**src/rtl/alu_arbiter.sv**
```systemverilog
// Round-robin arbiter sharing one external combinational ALU between two requesters.
// Optional macro ALU_DIVZERO_CHK_EN: divide-by-zero requests are answered at once with an error response.
module alu_arbiter #(
   parameter int DW = 8
) (
   input  logic              clk,
   input  logic              rst_n,
   input  logic              req0_valid,
   output logic              req0_ready,
   input  logic [3:0]        req0_op,
   input  logic [DW-1:0]     req0_a,
   input  logic [DW-1:0]     req0_b,
   input  logic              req1_valid,
   output logic              req1_ready,
   input  logic [3:0]        req1_op,
   input  logic [DW-1:0]     req1_a,
   input  logic [DW-1:0]     req1_b,
   output logic [3:0]        alu_op,
   output logic [DW-1:0]     alu_a,
   output logic [DW-1:0]     alu_b,
   input  logic [2*DW-1:0]   alu_result,
   input  logic              alu_carry,
   output logic              rsp_valid,
   input  logic              rsp_ready,
   output logic              rsp_id,
   output logic [2*DW-1:0]   rsp_result,
   output logic              rsp_carry,
   output logic              rsp_err,
   output logic              busy
);

   typedef enum logic [1:0] {
      IDLE  = 2'd0,
      ISSUE = 2'd1,
      RESP  = 2'd2
   } state_t;

   state_t              state_r;
   state_t              state_s;
   logic                last_grant_r;
   logic                grant0_s;
   logic                grant1_s;
   logic                hs_s;
   logic                div_zero_s;
   logic [3:0]          sel_op_s;
   logic [DW-1:0]       sel_a_s;
   logic [DW-1:0]       sel_b_s;
   logic [3:0]          alu_op_r;
   logic [DW-1:0]       alu_a_r;
   logic [DW-1:0]       alu_b_r;
   logic                rsp_valid_r;
   logic                rsp_id_r;
   logic [2*DW-1:0]     rsp_result_r;
   logic                rsp_carry_r;
   logic                rsp_err_r;
   logic                busy_r;

   // Only add and subtract produce a meaningful carry/borrow.
   function automatic logic carry_valid(input logic [3:0] op);
      return (op[3:1] == 3'b000);
   endfunction

   // Round-robin grant: on a tie the requester not granted last wins.
   always_comb begin
      grant0_s = req0_valid & (~req1_valid | last_grant_r);
      grant1_s = req1_valid & (~req0_valid | ~last_grant_r);
      hs_s     = (state_r == IDLE) & (grant0_s | grant1_s);
      if (grant1_s) begin
         sel_op_s = req1_op;
         sel_a_s  = req1_a;
         sel_b_s  = req1_b;
      end else begin
         sel_op_s = req0_op;
         sel_a_s  = req0_a;
         sel_b_s  = req0_b;
      end
   end

`ifdef ALU_DIVZERO_CHK_EN
   assign div_zero_s = (sel_op_s == 4'b0011) && (sel_b_s == {DW{1'b0}});
`else
   assign div_zero_s = 1'b0;
`endif

   assign req0_ready = (state_r == IDLE) & grant0_s;
   assign req1_ready = (state_r == IDLE) & grant1_s;

   // Next-state logic.
   always_comb begin
      state_s = state_r;
      case (state_r)
         IDLE: begin
            if (hs_s) begin
               state_s = div_zero_s ? RESP : ISSUE;
            end else begin
               state_s = IDLE;
            end
         end
         ISSUE: state_s = RESP;
         RESP: begin
            if (rsp_ready) begin
               state_s = IDLE;
            end else begin
               state_s = RESP;
            end
         end
         default: state_s = IDLE;
      endcase
   end

   // State, grant pointer, ALU operand and response registers.
   always_ff @(posedge clk) begin
      if (!rst_n) begin
         state_r      <= IDLE;
         last_grant_r <= 1'b1;
         alu_op_r     <= 4'b0000;
         alu_a_r      <= {DW{1'b0}};
         alu_b_r      <= {DW{1'b0}};
         rsp_valid_r  <= 1'b0;
         rsp_id_r     <= 1'b0;
         rsp_result_r <= {2*DW{1'b0}};
         rsp_carry_r  <= 1'b0;
         rsp_err_r    <= 1'b0;
         busy_r       <= 1'b0;
      end else begin
         state_r <= state_s;
         busy_r  <= (state_s != IDLE);
         if (hs_s) begin
            last_grant_r <= grant1_s;
            rsp_id_r     <= grant1_s;
            if (div_zero_s) begin
               // Short-circuit: the ALU operands are left untouched.
               rsp_valid_r  <= 1'b1;
               rsp_result_r <= {2*DW{1'b1}};
               rsp_carry_r  <= 1'b0;
               rsp_err_r    <= 1'b1;
            end else begin
               alu_op_r <= sel_op_s;
               alu_a_r  <= sel_a_s;
               alu_b_r  <= sel_b_s;
            end
         end else if (state_r == ISSUE) begin
            rsp_valid_r  <= 1'b1;
            rsp_result_r <= alu_result;
            rsp_carry_r  <= alu_carry & carry_valid(alu_op_r);
            rsp_err_r    <= 1'b0;
         end else if ((state_r == RESP) && rsp_ready) begin
            rsp_valid_r <= 1'b0;
         end
      end
   end

   assign alu_op     = alu_op_r;
   assign alu_a      = alu_a_r;
   assign alu_b      = alu_b_r;
   assign rsp_valid  = rsp_valid_r;
   assign rsp_id     = rsp_id_r;
   assign rsp_result = rsp_result_r;
   assign rsp_carry  = rsp_carry_r;
   assign rsp_err    = rsp_err_r;
   assign busy       = busy_r;

endmodule

```
**config.mk**
```make
export PLATFORM = sky130hd
export DESIGN_NAME = alu_arbiter
export DESIGN_NICKNAME = d
export VERILOG_FILES = /design/src/rtl/alu_arbiter.sv
export SDC_FILE = /design/constraint.sdc
export NUM_CORES = 1
export LEC_CHECK = 0
export BUFFER_PORTS_ARGS = -buffer_cell sky130_fd_sc_hd__buf_2
export CAP_MARGIN = 25
export CORE_ASPECT_RATIO = 0.9
export CORE_MARGIN = 3
export CORE_UTILIZATION = 45
export DETAILED_ROUTE_END_ITERATION = 10
export GPL_ROUTABILITY_DRIVEN = 1
export HOLD_SLACK_MARGIN = 0.08
export PLACE_DENSITY = 0.82
export SKIP_LAST_GASP = 1
export SYNTH_ARGS = -nofsm -noshare
export SYNTH_HDL_FRONTEND = slang
export SYNTH_SLANG_ARGS = --single-unit
```
**constraint.sdc**
```tcl
create_clock -name clk -period 2.6 [get_ports clk]
set_input_delay 0.39 -clock clk [delete_from_list [all_inputs] [get_ports clk]]
set_output_delay 0.39 -clock clk [all_outputs]
set_load 0.05 [all_outputs]
```
==> results of run 1 <==
## critical path, cell delays in order (launching register included)
cell,delay (ns)
dfxtp_1,0.35
a21bo_1,0.41
nor3_1,0.22
buf_2,0.29
## per-layer routing
metal  up-vias  global-route usage
li1        944                   -
met1       812              0.2188
met2        72              0.3432
met3         8             0.04464
met4         0             0.07778
met5         -                   0
## path summary, 6_finish.rpt
| kind | depth (start not counted) | end | slack, ns |
|---|---|---|---|
| max | 3 | req1_ready | 0.64 |
| min | 3 | rsp_result[7] | 0.33 |
| max reg2reg | 3 | alu_b[3] | 1.08 |
| min reg2reg | 2 | rsp_carry | 0.45 |
## sequential cells by signal, indices dropped and copies added (netlist names)
register      flops
alu_b             8
state_r           2
rsp_id            1
alu_op            4
last_grant_r      1
alu_a             8
busy              1
rsp_carry         1
rsp_valid         1
rsp_result       16
## cells by family (layout without fill, tap and decap cells)
family          count (synthesis)  after routing  synth area share
compound gates                 64             64            0.2840
buf+inv                        21            118           0.06312
flops                          43             43            0.4523
other cells                     1              1          0.001970
simple gates                   90             90            0.1986
## metrics by stage
step | power, W | utilization | worst slack, ns | area [um2] | hold slack, ns
4_1_cts | 0.001775 | 0.6393 | 0.6175 | 2486 | 0.3191
2_1_floorplan | 0.001227 | - | 0.4090 | 1903 | 0.4789
3_5_place_dp | 0.001365 | 0.6174 | 0.7304 | 2401 | 0.4459
5_1_grt | 0.001843 | 0.6393 | 0.4969 | 2486 | 0.3178
6_report | 0.001757 | 0.6393 | 0.6377 | 2486 | 0.3267
3_3_place_gp | 0.001355 | 0.6174 | 0.7699 | 2401 | 0.4373
## area by class of cell
class / instances / area (um2)
clock buffer: 6 / 72.57
clock inverter: 2 / 12.51
fill: 352 / 1403
inverter: 2 / 7.507
multi-input combinational: 155 / 922.1
sequential: 43 / 860.8
tap: 46 / 57.56
timing repair buffer: 108 / 553.0
## cells in the mapped netlist (all sizes together)
master	count
a21bo	1
a21boi	1
a21oi	39
a22oi	1
a311oi	20
and2	1
and3	1
buf	17
clkbuf	2
conb	1
dfxtp	43
inv	2
nand2	76
nand2b	1
nand3b	1
nor2	3
nor2b	1
nor3	1
nor4b	1
o211ai	1
o21ai	1
or2	2
or3b	2
## power groups by stage
stage | Combinational [W] | Clock [W] | Sequential [W]
final | 0.000582 | 0.000411 | 0.000765
after global routing | 0.000623 | 0.000447 | 0.000773
after CTS | 0.000586 | 0.000424 | 0.000765
after detailed placement | 0.000586 | 0 | 0.000779
after global placement | 0.000577 | 0 | 0.000778
after floorplan | 0.000240 | 0 | 0.000986
==> results.sh, run 1 <==
export IMPL_fin_worst_skew_ns=0.008213
export IMPL_htreeDepth=2
export IMPL_final_period_utilization=0.7547
export IMPL_p_int_w=0.001081
export IMPL_relSlewSlack=0.5404
export IMPL_drtAntennaViolNets=0
export IMPL_clock_path_buffers=2
export IMPL_die_x_um=74.55
export IMPL_area_delta_synth_final_pct=30.64
export IMPL_holdBufCountCts=0
export IMPL_numCtsBuffers=5
export IMPL_wl_met1_um=1961
export IMPL_synthTopCellsByArea="dfxtp_1 (45%), a311oi_2 (16%), nand2_1 (15%)"
export IMPL_clock_sinks=43
export IMPL_gp_congestion=0.7606
export IMPL_netSwitchingFraction=0.3846
export IMPL_p_leak_nw=1.159
export IMPL_p_clk_frac=0.234
export IMPL_num_rows=21
export IMPL_power_density_nw_per_um2=706.7
export IMPL_synthCells=219
export IMPL_wl_um=4832
export IMPL_initial_core_util=0.4894
export IMPL_track_usage=0.1920
export IMPL_route_met3_wl_um=369
export IMPL_rsz0062_at_grt="no"
export IMPL_seq_power_share=0.435
export IMPL_final_common_cell="buf_2"
export IMPL_worstSetupStartpoint="last_grant_r"
export IMPL_setup_viol=0
export IMPL_worst_slew_pin_slew_ns=0.6895
export IMPL_drt_iter0_drc=63
export IMPL_yosys_warnings=0
export IMPL_post_cts_buffers=0
export IMPL_p_comb_frac=0.331
export IMPL_via_per_inst=5.072
export IMPL_dp_hpwl_um=3568
export IMPL_cts_tree="built"
export IMPL_grt_max_degree=25
export IMPL_cp_start_kind="flop"
export IMPL_die_area_um2=5047
export IMPL_setup_tns_final_ns=0
export IMPL_synth_seq_cells=43
export IMPL_path_class="flop to output port"
export IMPL_port_buffer_count=103
export IMPL_ys_types=27
export IMPL_netlist_area_um2=1903
export IMPL_yosysSeqAreaShare=0.4523
export IMPL_nNetsFinal=377
export IMPL_dpl_cell_count=354
export IMPL_top_layer_used="met4"
export IMPL_wl_per_cell_um=13.35
export IMPL_p_switching_w=0.0006758
export IMPL_final_cell_mix="buf_2 (103), nand2_1 (76), dfxtp_1 (43), a21oi_1 (38), a311oi_2 (20)"
export IMPL_fmaxAchievable_mhz=509.6
export IMPL_drc=0
export IMPL_hold_start="alu_result[7]"
export IMPL_synth_top_area_share=0.4523
export IMPL_syn_avg_cell_area_um2=8.690
export IMPL_gr_total_overflow=0
export IMPL_io_pins=105
export IMPL_antenna_found_initial=0
export IMPL_diodes=0
export IMPL_fin_cells=362
export IMPL_final_hold_viol_count=0
export IMPL_synth_top_area_cell="dfxtp_1"
export IMPL_drive_gt1_frac=0.4399
export IMPL_drv_cap=0
export IMPL_rr_startpoint="last_grant_r"
export IMPL_syn_nets=281
export IMPL_grt_pass1_vias=1682
export IMPL_grt_first_pass_wirelength_um=7383
export IMPL_die_h_um=67.70
export IMPL_report_final_slew_viol_count=0
export IMPL_ctsResizeCount=0
export IMPL_outcome="finished, final reports clean"
export IMPL_crit_fanout=21
export IMPL_root_buffer="clkbuf_8"
export IMPL_worstPathRequired_ns=2.21
export IMPL_peakVddDrop_mv=0.3826
export IMPL_vias=1836
export IMPL_min_period_ns=1.962
export IMPL_crit_path_end_kind="output port"
export IMPL_arrival_ns=1.57
export IMPL_hold_class="input pin to flop"
export IMPL_clk_pin_slew_worst_paths_ns=0.08
export IMPL_clkLatencyLatePin_ns=0.29
export IMPL_firstDrtPassIters=4
export IMPL_dr_wl_met2_um=2413
export IMPL_core_region_area_um2=3889
Note: power is estimated with default switching activity, not from simulation.
==> run 2: changes to the inputs <==
Settings changed: CORE_UTILIZATION 45 to 40, PLACE_DENSITY 0.82 to 0.77.
Clock period 2.6 ns to 1.78 ns, I/O delays scaled along.
==> run 2 against run 1 <==
Sequential share of layout area fell by 1.5 points. Count of clock-buffer cells in the layout unchanged. Sequential power increased by 46%. Wire length shrank 1.8%. Worst hold slack worse by 0.12 ns. Clock skew decreased by 0.0027 ns. Register-to-register slack worse by 0.64 ns. Die area rose by 11%. Final cell count is 5.5% higher.
==> results.sh, run 2 (same netlist as run 1, synthesis figures left out) <==
export IMPL_outcome="finished, final reports clean"
export IMPL_htreeDepth=2
export IMPL_gr_total_overflow=0
export IMPL_num_rows=23
export IMPL_clock_sinks=43
export IMPL_p_leak_nw=1.209
export IMPL_r2r_slack_ns=0.44
export IMPL_core_region_area_um2=4518
export IMPL_post_cts_buffers=0
export IMPL_slowest_delay_ns=0.43
export IMPL_arrival_ns=1.40
export IMPL_cp_slowest_cell="or3b_4"
export IMPL_drtAntennaViolNets=0
export IMPL_p_total_w=0.002759
export IMPL_numCtsBuffers=5
export IMPL_setup_viol=0
export IMPL_grt_use_met3=0.04397
export IMPL_path_class="flop to output port"
export IMPL_final_common_cell="buf_2"
export IMPL_die_x_um=78.71
export IMPL_place_area_um2=2472
export IMPL_worstSetupStartpoint="state_r[0]"
export IMPL_dp_slack_ns=0.3439
export IMPL_root_buffer="clkbuf_8"
export IMPL_drt_iter0_drc=40
export IMPL_r2r_end="alu_op[0]"
export IMPL_crit_path_end_kind="output port"
export IMPL_clkLatencyLatePin_ns=0.29
export IMPL_drive_gt1_frac=0.4594
export IMPL_wl_per_cell_um=12.42
export IMPL_firstDrtPassIters=4
export IMPL_endpoint="req0_ready"
export IMPL_grt_first_pass_wirelength_um=7465
export IMPL_drc=0
export IMPL_grt_pass1_vias=1697
export IMPL_hold_worst_slack_ns=0.2058
export IMPL_hold_class="input pin to flop"
export IMPL_rr_startpoint="state_r[0]"
export IMPL_crit_fanout=7
export IMPL_grt_max_degree=21
export IMPL_area_delta_synth_final_pct=36.36
export IMPL_cp_start_kind="flop"
export IMPL_cts_tree="built"
export IMPL_gp_congestion=0.7416
export IMPL_worstPathRequired_ns=1.51
export IMPL_via_per_inst=4.801
export IMPL_largest_reg_flops=16
export IMPL_report_final_slew_viol_count=0
export IMPL_clk_pin_slew_worst_paths_ns=0.08
export IMPL_final_hold_viol_count=0
export IMPL_nNetsFinal=381
export IMPL_clock_path_buffers=2
export IMPL_peakVddDrop_mv=0.5379
export IMPL_initial_core_util=0.4212
export IMPL_wl_um=4744
export IMPL_fin_worst_skew_ns=0.005511
export IMPL_finalInstanceArea_um2=2595
export IMPL_setup_slack_ns=0.1081
export IMPL_die_h_um=71.44
export IMPL_final_cell_mix="buf_2 (102), nand2_1 (76), dfxtp_1 (43), a21oi_1 (37), a311oi_2 (20)"
export IMPL_antenna_found_initial=0
export IMPL_worstRegToRegCells=3
export IMPL_cp_cell_sequence="or3b_4 > a21oi_2 > buf_4"
export IMPL_hold_start="alu_result[12]"
export IMPL_die_area_um2=5622
export IMPL_fmaxAchievable_mhz=598.1
export IMPL_cp_num_buf_inv=1
export IMPL_rsz0062_at_grt="no"
export IMPL_drv_cap=0
export IMPL_num_fill_cells=428
export IMPL_min_period_ns=1.672
export IMPL_port_buffer_count=103
export IMPL_track_usage=0.1652
export IMPL_holdBufCountCts=0
export IMPL_path_delay_family="simple AND/OR/NAND/NOR gates"
export IMPL_io_pins=105
export IMPL_top_usage_layer="met2"
export IMPL_ctsResizeCount=0
export IMPL_dp_hpwl_um=3482
export IMPL_vias=1834
export IMPL_use_met2=0.2771
export IMPL_power_density_nw_per_um2=1063
export IMPL_setup_tns_final_ns=0
export IMPL_diodes=0
export IMPL_met1_usage=0.2104
export IMPL_cp_depth=3
export IMPL_final_period_utilization=0.9393
## run 2: final cells by class
type	instances	area (um2)	area share
multi-input cells	155	933.4	0.3597
flip-flops and latches	43	860.8	0.3317
repair buffers	112	598.1	0.2305
clock buffers	6	82.58	0.03182
well taps	62	77.57	0.02989
clock inverters	2	35.03	0.01350
inverters	2	7.507	0.002893
## run 2: power breakdown
group	total [W]	internal [W]	switching (W)
combinational	0.000872	0.000265	0.000607
sequential	0.00112	0.00106	0.0000575
clock	0.000772	0.000454	0.000318
## run 2: per-layer routing
metal / routed length [um] / share of wire
met1: 2113 / 0.45
met2: 2182 / 0.46
met3: 398 / 0.084
met4: 51 / 0.011
met5: 0 / 0
## run 2: tightest hold or removal path, cell delays in order
cell,delay [ns]
buf_2,0.09
nand2_1,0.04
a21oi_1,0.05
## run 2: how the worst min path moves through the flow
stage | endpoint | depth (start not counted)
CTS | rsp_result[0] | 3
floorplan | last_grant_r | 1
global route | rsp_result[15] | 3
detailed placement | rsp_result[7] | 2
global placement | rsp_result[13] | 2
finish | rsp_result[12] | 3
## run 2: stage by stage
step,util,std cells
2_1_floorplan,-,219
3_3_place_gp,0.5472,374
3_5_place_dp,0.5472,374
4_1_cts,0.5732,382
5_1_grt,0.5744,382
6_report,0.5744,382
==> run 3: changes to the inputs <==
Settings changed: CTS_BUF_LIST set to sky130_fd_sc_hd__clkbuf_16.
==> run 3 against run 2 <==
Design area rose by 1.7%. Sequential share of layout area down 0.55 points. Final cell count stayed put. Die area unchanged. Clock skew hardly changed. Count of clock-buffer cells in the layout down 1. Wire length grew 0.82%. Via count up 1.1%. Largest power group unchanged. Critical endpoint unchanged. Utilization increased by 0.97 points. First-iteration DRC count grew 5.0%.
==> results.sh, run 3 (same netlist as run 1, synthesis figures left out) <==
export IMPL_rr_startpoint="state_r[0]"
export IMPL_hold_start="alu_result[0]"
export IMPL_diodes=0
export IMPL_min_to="rsp_result[0]"
export IMPL_final_hold_viol_count=0
export IMPL_wl_per_cell_um=12.52
export IMPL_drive_gt1_frac=0.4531
export IMPL_dp_slack_ns=0.3439
export IMPL_clock_path_buffers=2
export IMPL_grt_pass1_vias=1705
export IMPL_numCtsBuffers=5
export IMPL_gr_total_overflow=0
export IMPL_setup_slack_ns=0.09891
export IMPL_track_usage=0.1690
export IMPL_cp_cell_sequence="or3b_1 > a21oi_2 > buf_4"
export IMPL_crit_path_end_kind="output port"
export IMPL_hold_worst_slack_ns=0.2177
export IMPL_cts_tree="built"
export IMPL_p_leak_nw=1.229
export IMPL_crit_fanout=7
export IMPL_wl_um=4783
export IMPL_die_x_um=78.71
export IMPL_whs_path_depth=3
export IMPL_clkLatencyLatePin_ns=0.28
export IMPL_peakVddDrop_mv=0.5323
export IMPL_path_class="flop to output port"
export IMPL_fmaxAchievable_mhz=594.9
export IMPL_final_common_cell="buf_2"
export IMPL_antenna_found_initial=0
export IMPL_die_area_um2=5622
export IMPL_min_period_ns=1.681
export IMPL_rsz0062_at_grt="no"
export IMPL_ctsResizeCount=0
export IMPL_fin_worst_skew_ns=0.005527
export IMPL_num_rows=23
export IMPL_root_buffer="clkbuf_16"
export IMPL_drt_iter0_drc=42
export IMPL_area_delta_synth_final_pct=38.66
export IMPL_die_h_um=71.44
export IMPL_met1_usage=0.2120
export IMPL_setup_tns_final_ns=0
export IMPL_worstRegToRegCells=3
export IMPL_grt_use_met3=0.04397
export IMPL_worstPathRequired_ns=1.51
export IMPL_use_met2=0.2799
export IMPL_num_fill_cells=425
export IMPL_post_cts_buffers=0
export IMPL_io_pins=105
export IMPL_firstDrtPassIters=4
export IMPL_seq_area_um2=860.8
export IMPL_drtAntennaViolNets=0
export IMPL_finalInstanceArea_um2=2639
export IMPL_largest_reg_flops=16
export IMPL_via_per_inst=4.853
export IMPL_nNetsFinal=381
export IMPL_report_final_slew_viol_count=0
export IMPL_slowest_delay_ns=0.45
export IMPL_final_cell_mix="buf_2 (102), nand2_1 (76), dfxtp_1 (43), a21oi_1 (37), a311oi_2 (20)"
export IMPL_core_region_area_um2=4518
export IMPL_final_period_utilization=0.9444
export IMPL_cp_start_kind="flop"
export IMPL_clk_pin_slew_worst_paths_ns=0.06
export IMPL_vias=1854
export IMPL_drc=0
export IMPL_gp_congestion=0.7416
export IMPL_top_usage_layer="met2"
export IMPL_r2r_slack_ns=0.47
export IMPL_grt_first_pass_wirelength_um=7548
export IMPL_htreeDepth=2
export IMPL_power_density_nw_per_um2=1135
export IMPL_r2r_end="alu_op[0]"
export IMPL_hold_class="input pin to flop"
export IMPL_place_area_um2=2472
export IMPL_port_buffer_count=103
export IMPL_grt_max_degree=21
export IMPL_drv_cap=0
export IMPL_setup_viol=0
export IMPL_initial_core_util=0.4212
export IMPL_holdBufCountCts=0
export IMPL_clock_sinks=43
export IMPL_multi_input_area_um2=930.9
export IMPL_dp_hpwl_um=3482
export IMPL_outcome="finished, final reports clean"
export IMPL_cp_slowest_cell="or3b_1"
export IMPL_arrival_ns=1.41
==> run 3: cell types whose count changed in the layout (fill, tap and decap cells not counted), sizes merged <==
| cell | change |
|---|---|
| clkbuf | -1 |
| clkinv | +1 |
==> run 3: cell type report <==
type                       instances  area share
multi-input combinational        155      0.3528
inverter                           2    0.002845
tap                               62     0.02940
sequential                        43      0.3262
timing repair buffer             112      0.2266
clock buffer                       5     0.04742
clock inverter                     3     0.01470
==> run 3: worst max-delay path, delay by kind of cell (launching register included) <==
kind | cells | cell delay, ns
flip-flops | 1 | 0.36
AND/OR/NAND/NOR | 1 | 0.45
AO/OA/AOI/OAI | 1 | 0.12
buffers and inverters | 1 | 0.20
==> run 3: worst max path at each step <==
stage | startpoint | end | slack [ns] | cells past startpoint
6_report | state_r[0] | req0_ready | 0.1 | 3
5_1_grt | state_r[0] | req0_ready | 0.01 | 3
4_1_cts | state_r[0] | req0_ready | 0.03 | 3
3_5_place_dp | req0_valid | req0_ready | 0.34 | 4
3_3_place_gp | req0_valid | req0_ready | 0.35 | 4
2_1_floorplan | last_grant_r | req1_ready | 0.22 | 3
==> run 3: stage by stage <==
step	total power, W	util	instances
finish	0.002995	0.5840	382
floorplan	0.001795	-	219
global route	0.003127	0.5840	382
detailed placement	0.002013	0.5472	374
CTS	0.003027	0.5835	382
global placement	0.002003	0.5472	374
==> run 3: routing by layer <==
layer	vias up	routed length, um
met2	85	2219
li1	952	-
met1	810	2048
met5	-	0
met3	7	442
met4	0	73
==> run 3: report_power, final <==
part	internal, W	leakage [nW]	switching, W
combinational	0.000263	0.793	0.000607
clock	0.000654	0.0812	0.000354
sequential	0.00106	0.355	0.0000572
total	0.00198	1.23	0.00102
